## src/rtl/rsp_read_pkg.sv

```systemverilog
// Shared types and constants for the SD CMD-line response receiver.
// The state enum, frame geometry, error record and CRC7 step used by rsp_receiver and crc7_read.
package rsp_read_pkg;

    typedef enum logic [1:0] {
        IDLE,
        WAIT_START,
        RECEIVE,
        DONE
    } rsp_state_e;

    localparam int unsigned RspShortBits  = 48;
    localparam int unsigned RspLongBits   = 136;
    localparam int unsigned CrcShortFirst = 47;
    localparam int unsigned CrcLongFirst  = 127;
    localparam int unsigned CrcLast       = 8;

    typedef struct packed {
        logic timeout;
        logic crc;
        logic end_bit;
        logic index;
    } rsp_err_t;

    // One serial step of CRC7, generator x^7 + x^3 + 1, data MSB first.
    function automatic logic [6:0] crc7_step(input logic [6:0] crc, input logic din);
        logic fb;
        fb = crc[6] ^ din;
        return {crc[5:0], 1'b0} ^ (fb ? 7'h09 : 7'h00);
    endfunction

endpackage

```

## src/rtl/crc7_read.sv

```systemverilog
// Serial CRC7 accumulator for the response path.
// The start pulse is internally delayed two enabled cycles to line up with the caller's delay line.
module crc7_read
    import rsp_read_pkg::*;
(
    input  logic       clk_i,
    input  logic       rst_ni,
    input  logic       clk_en_i,
    input  logic       start_i,
    input  logic       rsp_ser_i,
    input  logic       end_output_i,
    output logic [6:0] crc7_o
);

    logic [1:0] start_pipe_q, start_pipe_d;
    logic       active_q, active_d;
    logic [6:0] crc_q, crc_d;

    always_comb begin
        start_pipe_d = start_pipe_q;
        active_d     = active_q;
        crc_d        = crc_q;
        if (clk_en_i) begin
            start_pipe_d = {start_pipe_q[0], start_i};
            if (start_pipe_q[1]) begin
                // First covered bit has reached rsp_ser_i: restart from zero.
                crc_d    = crc7_step(7'h00, rsp_ser_i);
                active_d = !end_output_i;
            end else if (active_q) begin
                crc_d = crc7_step(crc_q, rsp_ser_i);
                if (end_output_i) begin
                    active_d = 1'b0;
                end
            end
        end
    end

    always_ff @(posedge clk_i or negedge rst_ni) begin
        if (!rst_ni) begin
            start_pipe_q <= '0;
            active_q     <= 1'b0;
            crc_q        <= '0;
        end else begin
            start_pipe_q <= start_pipe_d;
            active_q     <= active_d;
            crc_q        <= crc_d;
        end
    end

    assign crc7_o = crc_q;

endmodule

```

## src/rtl/rsp_receiver.sv

```systemverilog
// SD CMD-line response sequencer: waits for the start bit, shifts in a 48- or 136-bit response,
// and reports CRC7, end-bit, index and NCR-timeout errors alongside a one-cycle done_o.
module rsp_receiver
    import rsp_read_pkg::*;
#(
    parameter int unsigned TimeoutCycles = 64
) (
    input  logic         clk_i,
    input  logic         rst_ni,
    input  logic         clk_en_i,
    input  logic         start_i,
    input  logic         rsp_long_i,
    input  logic         check_crc_i,
    input  logic         check_index_i,
    input  logic [5:0]   cmd_index_i,
    input  logic         cmd_i,
    output logic         busy_o,
    output logic         done_o,
    output logic [119:0] rsp_o,
    output logic [5:0]   rsp_index_o,
    output logic         timeout_err_o,
    output logic         crc_err_o,
    output logic         end_bit_err_o,
    output logic         index_err_o
);

    localparam logic [7:0] TimeoutLimit = 8'(TimeoutCycles);
    localparam logic [7:0] LongFirstCnt = 8'(RspLongBits - 2);
    localparam logic [7:0] ShortFirstCnt = 8'(RspShortBits - 2);
    localparam logic [7:0] CrcLongCnt   = 8'(CrcLongFirst);
    localparam logic [7:0] CrcLastCnt   = 8'(CrcLast);
    localparam logic [7:0] CrcEndCnt    = 8'(CrcLast - 2);
    localparam logic [7:0] ArgHiCnt     = 8'd39;
    localparam logic [7:0] IdxLoCnt     = 8'd40;
    localparam logic [7:0] IdxHiCnt     = 8'd45;
    localparam logic [7:0] CrcRxHiCnt   = 8'd7;

    rsp_state_e   state_q, state_d;
    logic [7:0]   tcnt_q, tcnt_d;
    logic [7:0]   cnt_q, cnt_d;
    logic         long_q, long_d;
    logic         chk_crc_q, chk_crc_d;
    logic         chk_idx_q, chk_idx_d;
    logic [5:0]   exp_idx_q, exp_idx_d;
    logic [119:0] sr_q, sr_d;
    logic [5:0]   idx_q, idx_d;
    logic [6:0]   crc_rx_q, crc_rx_d;
    rsp_err_t     err_q, err_d;
    logic [1:0]   dly_q, dly_d;

    logic         crc_start;
    logic         crc_end;
    logic [6:0]   crc7;
    logic [7:0]   tcnt_inc;
    logic [7:0]   sr_hi_cnt;

    assign tcnt_inc  = tcnt_q + 8'd1;
    assign sr_hi_cnt = long_q ? CrcLongCnt : ArgHiCnt;

    always_comb begin
        state_d   = state_q;
        tcnt_d    = tcnt_q;
        cnt_d     = cnt_q;
        long_d    = long_q;
        chk_crc_d = chk_crc_q;
        chk_idx_d = chk_idx_q;
        exp_idx_d = exp_idx_q;
        sr_d      = sr_q;
        idx_d     = idx_q;
        crc_rx_d  = crc_rx_q;
        err_d     = err_q;
        dly_d     = dly_q;
        crc_start = 1'b0;
        crc_end   = 1'b0;
        done_o    = 1'b0;

        if (clk_en_i) begin
            dly_d = {dly_q[0], cmd_i};
            unique case (state_q)
                IDLE: begin
                    if (start_i) begin
                        state_d   = WAIT_START;
                        // The accepting cycle counts as the first of the NCR window.
                        tcnt_d    = 8'd1;
                        long_d    = rsp_long_i;
                        chk_crc_d = check_crc_i;
                        chk_idx_d = check_index_i;
                        exp_idx_d = cmd_index_i;
                        sr_d      = '0;
                        idx_d     = '0;
                        crc_rx_d  = '0;
                        err_d     = '0;
                    end
                end
                WAIT_START: begin
                    if (!cmd_i) begin
                        state_d   = RECEIVE;
                        // Start bit is bit N-1; the counter holds the index of the next bit.
                        cnt_d     = long_q ? LongFirstCnt : ShortFirstCnt;
                        crc_start = !long_q;
                    end else begin
                        tcnt_d = tcnt_inc;
                        if (tcnt_inc == TimeoutLimit) begin
                            state_d       = DONE;
                            err_d         = '0;
                            err_d.timeout = 1'b1;
                        end
                    end
                end
                RECEIVE: begin
                    cnt_d     = cnt_q - 8'd1;
                    crc_start = long_q && (cnt_q == CrcLongCnt);
                    crc_end   = (cnt_q == CrcEndCnt);
                    if (cnt_q >= CrcLastCnt && cnt_q <= sr_hi_cnt) begin
                        sr_d = {sr_q[118:0], cmd_i};
                    end
                    if (!long_q && cnt_q >= IdxLoCnt && cnt_q <= IdxHiCnt) begin
                        idx_d = {idx_q[4:0], cmd_i};
                    end
                    if (cnt_q >= 8'd1 && cnt_q <= CrcRxHiCnt) begin
                        crc_rx_d = {crc_rx_q[5:0], cmd_i};
                    end
                    if (cnt_q == 8'd0) begin
                        // CRC finished at bit 8, so the verdict is registered here and valid with done_o.
                        state_d       = DONE;
                        err_d.timeout = 1'b0;
                        err_d.end_bit = !cmd_i;
                        err_d.crc     = chk_crc_q && (crc7 != crc_rx_q);
                        err_d.index   = chk_idx_q && !long_q && (idx_q != exp_idx_q);
                    end
                end
                DONE: begin
                    done_o  = 1'b1;
                    state_d = IDLE;
                end
                default: state_d = IDLE;
            endcase
        end
    end

    always_ff @(posedge clk_i or negedge rst_ni) begin
        if (!rst_ni) begin
            state_q   <= IDLE;
            tcnt_q    <= '0;
            cnt_q     <= '0;
            long_q    <= 1'b0;
            chk_crc_q <= 1'b0;
            chk_idx_q <= 1'b0;
            exp_idx_q <= '0;
            sr_q      <= '0;
            idx_q     <= '0;
            crc_rx_q  <= '0;
            err_q     <= '0;
            dly_q     <= '1;
        end else begin
            state_q   <= state_d;
            tcnt_q    <= tcnt_d;
            cnt_q     <= cnt_d;
            long_q    <= long_d;
            chk_crc_q <= chk_crc_d;
            chk_idx_q <= chk_idx_d;
            exp_idx_q <= exp_idx_d;
            sr_q      <= sr_d;
            idx_q     <= idx_d;
            crc_rx_q  <= crc_rx_d;
            err_q     <= err_d;
            dly_q     <= dly_d;
        end
    end

    crc7_read u_crc7 (
        .clk_i        (clk_i),
        .rst_ni       (rst_ni),
        .clk_en_i     (clk_en_i),
        .start_i      (crc_start),
        .rsp_ser_i    (dly_q[1]),
        .end_output_i (crc_end),
        .crc7_o       (crc7)
    );

    assign busy_o        = (state_q != IDLE);
    assign rsp_o         = sr_q;
    assign rsp_index_o   = idx_q;
    assign timeout_err_o = err_q.timeout;
    assign crc_err_o     = err_q.crc;
    assign end_bit_err_o = err_q.end_bit;
    assign index_err_o   = err_q.index;

endmodule

```

## config.mk

```make
export PLATFORM = sky130hd
export DESIGN_NAME = rsp_receiver
export DESIGN_NICKNAME = d
export VERILOG_FILES = /design/src/rtl/rsp_read_pkg.sv /design/src/rtl/crc7_read.sv /design/src/rtl/rsp_receiver.sv
export SDC_FILE = /design/constraint.sdc
export NUM_CORES = 1
export LEC_CHECK = 0
export ABC_AREA = 1
export BUFFER_PORTS_ARGS = -buffer_cell sky130_fd_sc_hd__clkbuf_2
export CAP_MARGIN = 20
export CORE_MARGIN = 10
export CORE_UTILIZATION = 55
export DETAILED_ROUTE_END_ITERATION = 8
export HOLD_SLACK_MARGIN = 0.15
export PLACE_DENSITY = 0.82
export SYNTH_ARGS = -nofsm -noshare
export SYNTH_HDL_FRONTEND = slang
export SYNTH_HIERARCHICAL = 1
export SYNTH_SLANG_ARGS = --single-unit
```

## constraint.sdc

```tcl
create_clock -name clk_i -period 2.1 [get_ports clk_i]
set_clock_uncertainty 0.05 [all_clocks]
set_input_delay 0.21 -clock clk_i [delete_from_list [all_inputs] [get_ports clk_i]]
set_output_delay 0.21 -clock clk_i [all_outputs]
set_load 0.03 [all_outputs]
```

==> run_results.csv <==
group,metric,value,unit
route,antenna_left,0,
pwr,p_sw,0.00413,W
global_routing,grt_use_total,0.203,
setup_path,r2r_end,"rsp_o[95]$_DFFE_PN0P_",
setup_path,critPathRequiredTime,2.36,ns
pwr,p_int,0.00676,W
route,drt_iter0_drc,597,
finish,fin_area,0.0105,mm2
setup_path,path_max_fanout,40,
run,timing.max_cap.violations,0,
placement,placed_cells,1354,
sta,slew_violations,0,
synthesis,synth-edff-count,0,
finish,regArea,0.00441,mm2
sta,finalHoldWorstSlack,0.174,ns
floorplan,die_w,145,um
global_routing,grt_pass1_wl,34.6,mm
pwr,sequentialPowerShare,0.369,
sta,max_slew_margin,0.690,
sta,period_needed,1.97,ns
clocking,cts.sinks,176,
setup_path,max_stage_delay,0.47,ns
floorplan,core,0.0153,mm2
route,routedWlPerCell,15.2,um
placement,dp_hpwl,13.8,mm
sta,max_freq,0.509,GHz
clocking,cts_tree,"built",
pwr,total_leakage_power,5.44,nW
sta,tightest_slew,0.465,ns
placement,preCtsSetupSlack,0.0165,ns
setup_path,start_kind,"flip-flop",
hold_path,hold_class,"in2reg",
setup_path,worst-setup-path-type,"reg2reg",
synthesis,async_reset_ff_frac,1.00,
finish,area_growth,22.3,%
sta,setup_viol,0,
floorplan,placementRows,45,
setup_path,rrSetupSlack,0.13,ns
sta,hold_violations,0,
placement,place_area,0.00964,mm2
clocking,clkSlewWorstSetupHoldPaths,0.06,ns
synthesis,synthCells,1031,
setup_path,cp.arrival,2.23,ns
route,num_vias,7405,
pwr,swShare,0.380,
global_routing,grt_max_degree,81,
setup_path,worstSetupEndpointType,"flip-flop",
floorplan,start_util,0.562,
clocking,h-tree-depth,4,
setup_path,path_cells,"ha_4 -> a21oi_1 -> o21bai_1 -> o21ai_1 -> nand3_1 -> nand2_4 -> nand2_4 -> buf_16 -> nand2_1 -> nand2_1",
route,first_pass_iters,5,
finish,antennaDiodeCount,0,
synthesis,ys_ff_latch,176,
setup_path,crit_start,"cnt_q[4]$_DFFE_PN0P_",
global_routing,grt-ovfl-total,0,
global_routing,grt_pass1_vias,7028,
pwr,powerDensity,1040,mW/mm2
pwr,ir_worst_vdd,0.000804,V
finish,stdcell_count,1404,
finish,num-nets-final,1208,
finish,drive_gt1_frac,0.198,
synthesis,yosysSeqAreaShare,0.514,
run_status,outcome,"finished, final reports clean",
synthesis,syn_nets,1059,
clocking,cts_root_buffer,"clkbuf_16",
placement,io_buffers,145,
setup_path,reg2reg_from,"cnt_q[4]$_DFFE_PN0P_",
synthesis,avgSynthCellArea,8.32,um2
floorplan,die_area,0.0210,mm2
clocking,max-clock-path-buffers,2,
pwr,p_comb_frac,0.341,
route,drt_wl_total,21.4,mm
setup_path,crit_path_end,"rsp_o[95]$_DFFE_PN0P_",
clocking,insertion_delay,0.43,ns
synthesis,syn_area,0.00858,mm2
setup_path,crit_path_top_delay_cell,"dfrtp_2",
synthesis,ys.flop_type,"dfrtp_1",
route,post-route-drc-count,0,
placement,gp_congestion,0.891,
synthesis,yosysWarnings,6,
synthesis,yosysUniqueCellTypes,37,
pwr,clockPowerShare,0.291,
finish,multi_input_area,0.00377,mm2
setup_path,reg2regPathDepth,10,
finish,fillers,1188,
floorplan,die_h,145,um
route,avgViaCountPerCell,5.27,
sta,min_period_over_period,0.936,
sta,setup_slack,0.134,ns
floorplan,ios,146,
global_routing,antenna_found_initial,0,
clocking,numCtsBuffers,17,
[cell type report]
class | instances | share of cell area
Clock inverter | 12 | 0.0129
Clock buffer | 20 | 0.0436
Inverter | 41 | 0.0147
Tap cell | 211 | 0.0252
Timing Repair Buffer | 188 | 0.123
Multi-Input combinational cell | 756 | 0.360
Sequential cell | 176 | 0.420
[cell usage after synthesis, drive strengths merged, types with 2 or more instances]
cell type    n  share of area
dfrtp      174           0.51
clkbuf      18         0.0079
mux2         6         0.0079
nand3       25          0.015
buf         40          0.027
xor2         4         0.0041
nor3         6         0.0041
nand2      458           0.20
or2          3         0.0022
inv         41          0.018
a22oi        2         0.0018
o21ai       46          0.029
nor2        33          0.015
xnor2        7         0.0071
nand4        6         0.0044
a21oi       17          0.010
a31oi        2         0.0015
dfstp        2         0.0061
nand3b     120           0.11
ha          14          0.020
[how the worst min path moves through the flow]
stage               slack (ns)  cells past startpoint      from                          end
floorplan                -0.14                      0    rst_ni        chk_crc_q$_DFFE_PN0P_
global placement          0.13                      1    rst_ni       rsp_o[101]$_DFFE_PN0P_
detailed placement        0.13                      1    rst_ni       rsp_o[102]$_DFFE_PN0P_
CTS                       0.15                      2  clk_en_i  u_crc7/active_q$_DFFE_PN0P_
global route              0.19                      2  clk_en_i  u_crc7/active_q$_DFFE_PN0P_
finish                    0.17                      2  clk_en_i  u_crc7/active_q$_DFFE_PN0P_
[registers in the layout (all words and copies together), names as in the netlist, 6 cells and up]
signal	count
tcnt_q	8
exp_idx_q	6
rsp_o	120
cnt_q	8
u_crc7/crc7_o	7
crc_rx_q	7
rsp_index_o	6
[repair_timing]
item | 4_1_cts | 5_1_grt
endpoints found under the setup margin | 0 | 99
setup buffers | 0 | 3
endpoints found under the hold margin | 160 | 0
hold buffers | 13 | 0
resized for setup | 0 | 9
[critical path, delay by kind of cell, from the launching register on]
kind,cells,cell delay (ns)
AO/OA/AOI/OAI,3,0.28
buffers and inverters,1,0.21
flip-flops,1,0.47
AND/OR/NAND/NOR,5,0.56
adder cells (fa/ha/maj),1,0.26
[metal layers]
layer	part of all wire	wire (um)	track usage	vias to the layer above
li1	-	-	-	3581
met1	0.44	9330	0.262	3579
met2	0.49	10400	0.329	218
met3	0.056	1200	0.0502	27
met4	0.017	371	0.0649	0
met5	0	0	0	-
[cells by family (layout without fill, tap and decap cells)]
logic type,count (synthesis),count (layout),share of synthesized area
xor+xnor,11,11,0.0112
compound gates,73,73,0.0479
flops,176,176,0.514
simple gates,652,652,0.346
fa+ha+maj,14,14,0.0204
buf+inv,99,261,0.0527
mux,6,6,0.00788
[power groups by stage]
| stage | clock [W] | sequential, W | combinational (W) |
|---|---|---|---|
| after global placement | 0 | 0.00405 | 0.00339 |
| after floorplan | 0 | 0.00410 | 0.00234 |
| final | 0.00316 | 0.00402 | 0.00371 |
| after CTS | 0.00322 | 0.00401 | 0.00347 |
| after global routing | 0.00337 | 0.00406 | 0.00406 |
| after detailed placement | 0 | 0.00407 | 0.00343 |
[through the flow]
stage / util / setup TNS [ns] / power [W]
2_1_floorplan: - / 0 / 0.00644
3_3_place_gp: 0.631 / 0 / 0.00744
3_5_place_dp: 0.631 / 0 / 0.00750
4_1_cts: 0.679 / 0 / 0.0107
5_1_grt: 0.687 / -0.438 / 0.0115
6_report: 0.687 / 0 / 0.0109
[cells in the final DEF (no fill, tap or decap), types with 5 or more instances in the layout]
| master | n |
|---|---|
| nand3b_1 | 120 |
| inv_1 | 36 |
| buf_12 | 10 |
| buf_4 | 15 |
| nand4_1 | 6 |
| dlygate4sd3_1 | 13 |
| nand2_1 | 455 |
| clkbuf_16 | 18 |
| o21ai_0 | 39 |
| nand3_1 | 25 |
| xnor2_1 | 7 |
| ha_1 | 12 |
| clkbuf_2 | 144 |
| nor3_1 | 5 |
| a21oi_1 | 16 |
| mux2_2 | 6 |
| inv_2 | 5 |
| nor2_1 | 31 |
| dfrtp_1 | 173 |
Power figures use the tool's default switching activity.
